## config.mk

```make
export PLATFORM = sky130hd
export DESIGN_NAME = pipeline_hazard_ctl
export DESIGN_NICKNAME = d
export VERILOG_FILES = /design/src/rtl/pipeline_hazard_ctl.sv
export SDC_FILE = /design/constraint.sdc
export NUM_CORES = 1
export LEC_CHECK = 0
export BUFFER_PORTS_ARGS = -buffer_cell sky130_fd_sc_hd__buf_2
export CORE_MARGIN = 3
export CORE_UTILIZATION = 50
export DETAILED_ROUTE_END_ITERATION = 7
export PLACE_DENSITY = 0.81
export SYNTH_ARGS = -nofsm -noshare
export SYNTH_HDL_FRONTEND = slang
export SYNTH_SLANG_ARGS = --single-unit
```

## constraint.sdc

```tcl
create_clock -name clk -period 2.5 [get_ports clk]
set_input_delay 0.125 -clock clk [delete_from_list [all_inputs] [get_ports clk]]
set_output_delay 0.125 -clock clk [all_outputs]
set_load 0.01 [all_outputs]
```

## src/rtl/pipeline_hazard_ctl.sv

```systemverilog
// Hazard controller for a five-stage pipeline: load-use stall, taken-branch flush,
// EX/MEM and MEM/WB operand forwarding, plus saturating stall/flush counters.
//
// state    | meaning
// RUN      | previous cycle had no hazard
// LU_HOLD  | previous cycle stalled on a load-use hazard
// BR_FLUSH | previous cycle flushed for a taken branch
module pipeline_hazard_ctl (
    input  logic        clk,
    input  logic        rst,
    input  logic [4:0]  id_rs,
    input  logic [4:0]  id_rt,
    input  logic [4:0]  idex_rs,
    input  logic [4:0]  idex_rt,
    input  logic        idex_memread,
    input  logic        exmem_branch,
    input  logic        exmem_zero,
    input  logic        exmem_regwrite,
    input  logic [4:0]  exmem_rd,
    input  logic        memwb_regwrite,
    input  logic [4:0]  memwb_rd,
    output logic        pc_write,
    output logic        ifid_write,
    output logic        idex_bubble,
    output logic        flush_ifid,
    output logic        flush_idex,
    output logic        flush_exmem,
    output logic        pc_src,
    output logic [1:0]  forward_a,
    output logic [1:0]  forward_b,
    output logic [1:0]  state,
    output logic [15:0] stall_cnt,
    output logic [15:0] flush_cnt
);

    localparam logic [1:0] RUN      = 2'b00;
    localparam logic [1:0] LU_HOLD  = 2'b01;
    localparam logic [1:0] BR_FLUSH = 2'b10;

    localparam logic [1:0] FWD_RF    = 2'b00;
    localparam logic [1:0] FWD_EXMEM = 2'b10;
    localparam logic [1:0] FWD_MEMWB = 2'b01;

    logic       lu;
    logic       bt;
    logic [1:0] state_d;

    assign lu = idex_memread && (idex_rt != 5'd0) &&
                ((idex_rt == id_rs) || (idex_rt == id_rt));
    assign bt = exmem_branch && exmem_zero;

    always_ff @(posedge clk) begin
        if (rst) begin
            state     <= RUN;
            stall_cnt <= 16'd0;
            flush_cnt <= 16'd0;
        end else begin
            state <= state_d;
            if (bt && (flush_cnt != 16'hFFFF))
                flush_cnt <= flush_cnt + 16'd1;
            if (lu && !bt && (stall_cnt != 16'hFFFF))
                stall_cnt <= stall_cnt + 16'd1;
        end
    end

    // Hold and flush states last one cycle; every cycle re-evaluates the hazards.
    always_comb begin
        state_d = RUN;
        if (bt)
            state_d = BR_FLUSH;
        else if (lu)
            state_d = LU_HOLD;
    end

    always_comb begin
        pc_write    = 1'b1;
        ifid_write  = 1'b1;
        idex_bubble = 1'b0;
        flush_ifid  = 1'b0;
        flush_idex  = 1'b0;
        flush_exmem = 1'b0;
        pc_src      = 1'b0;
        if (!rst) begin
            if (bt) begin
                pc_src      = 1'b1;
                flush_ifid  = 1'b1;
                flush_idex  = 1'b1;
                flush_exmem = 1'b1;
            end else if (lu) begin
                pc_write    = 1'b0;
                ifid_write  = 1'b0;
                idex_bubble = 1'b1;
            end
        end
    end

    // EX/MEM is the younger result, so it wins over MEM/WB.
    always_comb begin
        forward_a = FWD_RF;
        forward_b = FWD_RF;
        if (!rst) begin
            if (exmem_regwrite && (exmem_rd != 5'd0) && (exmem_rd == idex_rs))
                forward_a = FWD_EXMEM;
            else if (memwb_regwrite && (memwb_rd != 5'd0) && (memwb_rd == idex_rs))
                forward_a = FWD_MEMWB;
            if (exmem_regwrite && (exmem_rd != 5'd0) && (exmem_rd == idex_rt))
                forward_b = FWD_EXMEM;
            else if (memwb_regwrite && (memwb_rd != 5'd0) && (memwb_rd == idex_rt))
                forward_b = FWD_MEMWB;
        end
    end

endmodule

```

==> flow_summary.ini <==
[status]
outcome = finished, final reports clean

[sta]
finalWorstPathRequiredPeriod_ns = 2.08
skew_ns = 0.00103
relSlewSlack_pct = 70.0
finalSetupViolations = 0
rsz0062_at_grt = no
timing.final.max_slew_violations = 0
setup_tns_after_final_layout_ns = 0
final.period_utilization_pct = 83.0
worstMarginPinSlew_ns = 0.451
timing_hold_violations_final = 0
max_freq_mhz = 482

[setup_path]
worst_setup_path_start_kind = flop
timing.critical_path.arrival_ns = 2.29
crit_chain = ha_1 > and4_1 > nand4_4 > or4_1 > or3_1 > a21oi_1
critPathTopFamily = simple AND/OR/NAND/NOR gates
critPathMaxFanout = 6
criticalPathCategory = flop to flop
path_buf_inv = 0
critical-path-max-stage-delay_ns = 0.45
worst_path_required_ns = 2.71
cp-end-kind = flop
timing.critical_path.slowest_stage_cell = or4_1

[route]
detail_route.first_pass.iterations = 7
drt-vias-per-instance = 5.56
detail_route.iter0.violations = 119
detail_route_antenna_nets = 0
wire_length_per_cell_after_detailed_routing_um = 13.4
total_via_count_after_detailed_routing = 2192
drc_errors = 0
routed_wl_mm = 5.27

[final_layout]
antenna-diode-count = 0
drive_above_1_share_pct = 30.2
layout_area_overhead_pct = 21.2
mostFrequentLayoutCells = buf_2 (81), dfxtp_1 (34), nor2_1 (32), xor2_1 (25), nand2_1 (18)
fin_nets = 384
final_common_cell = buf_2
fill_cells = 364

[synthesis]
postSynthNetCount = 310
synth.cell_area_sq_um = 2250
synth_seq_cells = 34
seq_area_frac_synth_pct = 30.3
synthesis.area_per_instance_sq_um = 8.30
synthDistinctLibCells = 40
synthesis.instances = 271
yosys_warnings = 0

[grt]
globalRoute.totalOverflow = 0
grt_pass1_vias = 2064
grt_first_pass_wirelength_mm = 8.98
grt_start_max_net_pins = 47
initial_antenna_violation_count = 0
track_usage_pct = 20.8

[cts]
clock_sinks = 34
number_of_hold_buffers_added_after_cts = 0
clock_tree.htree_level_count = 2
clk_latency_ns = 0.28
clockBufferDepth = 2
post_cts_resized = 0
cts_buffers = 5
clk_pin_slew_ns = 0.06
cts_tree = done
root_buffer = clkbuf_8
post_cts_buffers = 0

[floorplanning]
die-width_um = 73.1
dieHeight_um = 73.1
die_area_sq_um = 5340
io-pin-count = 82
core_area_sq_um = 4170
placement_rows = 23
initial_core_util_pct = 53.9

[worst_hold_path]
hold_class = input port to flop

[pwr]
clock_power_share_pct = 35.6
power.share.combinational_pct = 14.6
total_power_uw = 1100
sequential_group_share_of_total_power_pct = 49.9
switching_share_pct = 24.8
p_leak_uw = 0.00113
pwr_density_cell_nw_per_um2 = 404
power_switching_uw = 273
peakVddDrop_mv = 0.210
internal_power_uw = 827

[placed_design]
place.gp.congestion = 0.811
detailedPlacementHpwl_mm = 4.07
count_of_buffers_from_port_buffering = 81

[run]
drv.max_cap_violation_count = 0
state kept, by name (all words and copies together), names as in the netlist:
name,cells
stall_cnt,16
state,2
flush_cnt,16
worst paths after layout:
path                                     from            end  slack, ns  depth (start not counted)
worst max register to register   stall_cnt[0]  stall_cnt[14]       0.42                          6
worst min-delay path               exmem_zero       state[1]       0.22                          3
worst min register to register  stall_cnt[11]  stall_cnt[11]       0.49                          2
worst max-delay path             stall_cnt[0]  stall_cnt[14]       0.42                          6
power by group through the flow:
| stage | combinational (uW) | sequential (uW) | clock, uW |
|---|---|---|---|
| floorplan | 102 | 562 | 0 |
| global placement | 156 | 560 | 0 |
| detailed placement | 161 | 561 | 0 |
| CTS | 162 | 548 | 402 |
| global route | 178 | 548 | 430 |
| finish | 160 | 548 | 391 |
metal layers:
layer | up-vias | GRT usage, % | part of all wire, %
met5 | - | 0 | 0
met2 | 67 | 36.0 | 49
met1 | 1013 | 24.9 | 44
met3 | 7 | 5.10 | 5.9
met4 | 0 | 6.76 | 1.1
li1 | 1105 | - | -
cell usage after synthesis:
library cell | count | area share, %
dfxtp_1 | 34 | 30
nor2_1 | 32 | 5.3
xor2_1 | 25 | 9.7
nand2_1 | 18 | 3.0
xnor2_1 | 16 | 6.2
nor3_1 | 13 | 2.9
a21oi_1 | 12 | 2.7
nand3_1 | 11 | 2.4
nand4_1 | 10 | 2.8
nor2b_1 | 8 | 2.2
or3_1 | 8 | 2.2
or4_1 | 8 | 2.7
buf_2 | 5 | 1.1
o21ai_0 | 5 | 1.1
and4_1 | 4 | 1.6
buf_4 | 4 | 1.3
clkbuf_1 | 4 | 0.67
mux2_1 | 4 | 2.0
nor4_1 | 4 | 1.1
o41ai_1 | 4 | 1.6
and2_1 | 3 | 0.83
and3_1 | 3 | 0.83
buf_1 | 3 | 0.50
inv_1 | 3 | 0.50
mux2_4 | 3 | 2.0
nor4_2 | 3 | 1.7
o31ai_1 | 3 | 1.0
or4b_1 | 3 | 1.3
buf_6 | 2 | 1.0
ha_1 | 2 | 1.1
mux2i_1 | 2 | 0.89
nand2b_1 | 2 | 0.56
nor3_2 | 2 | 0.89
o21ai_1 | 2 | 0.45
a22oi_1 | 1 | 0.33
nand4_4 | 1 | 0.95
nor2_2 | 1 | 0.28
o211ai_2 | 1 | 0.56
o21bai_4 | 1 | 0.83
or4_4 | 1 | 0.50
kinds of logic (layout without fill, tap and decap cells):
| family | Yosys count | after routing | synth area share (%) |
|---|---|---|---|
| mux | 9 | 9 | 4.90 |
| flops | 34 | 34 | 30.3 |
| buf+inv | 21 | 94 | 5.12 |
| simple gates | 135 | 135 | 34.1 |
| fa+ha+maj | 2 | 2 | 1.11 |
| compound gates | 29 | 29 | 8.51 |
| xor+xnor | 41 | 41 | 16.0 |
stage by stage:
| step | util, % | cells | area (sq um) | hold WS, ns | worst slack [ns] |
|---|---|---|---|---|---|
| floorplan | - | 271 | 2250 | 0.319 | 0.542 |
| global placement | 63.3 | 388 | 2640 | 0.472 | 0.528 |
| detailed placement | 63.3 | 388 | 2640 | 0.482 | 0.442 |
| CTS | 65.3 | 394 | 2730 | 0.216 | 0.415 |
| global route | 65.3 | 394 | 2730 | 0.244 | 0.296 |
| finish | 65.3 | 394 | 2730 | 0.222 | 0.424 |
tightest hold or removal path, stage by stage:
cell,delay (ns)
buf_2,0.09
nand2_1,0.14
nor2_1,0.11
area by class of cell:
class / count / area [sq um] / share of cell area (%)
multi-input combinational: 216 / 1450 / 53.3
sequential: 34 / 681 / 25.0
timing repair buffer: 85 / 435 / 16.0
clock buffer: 6 / 82.6 / 3.03
tap: 50 / 62.6 / 2.30
inverter: 3 / 11.3 / 0.413
Power figures use the tool's default switching activity.
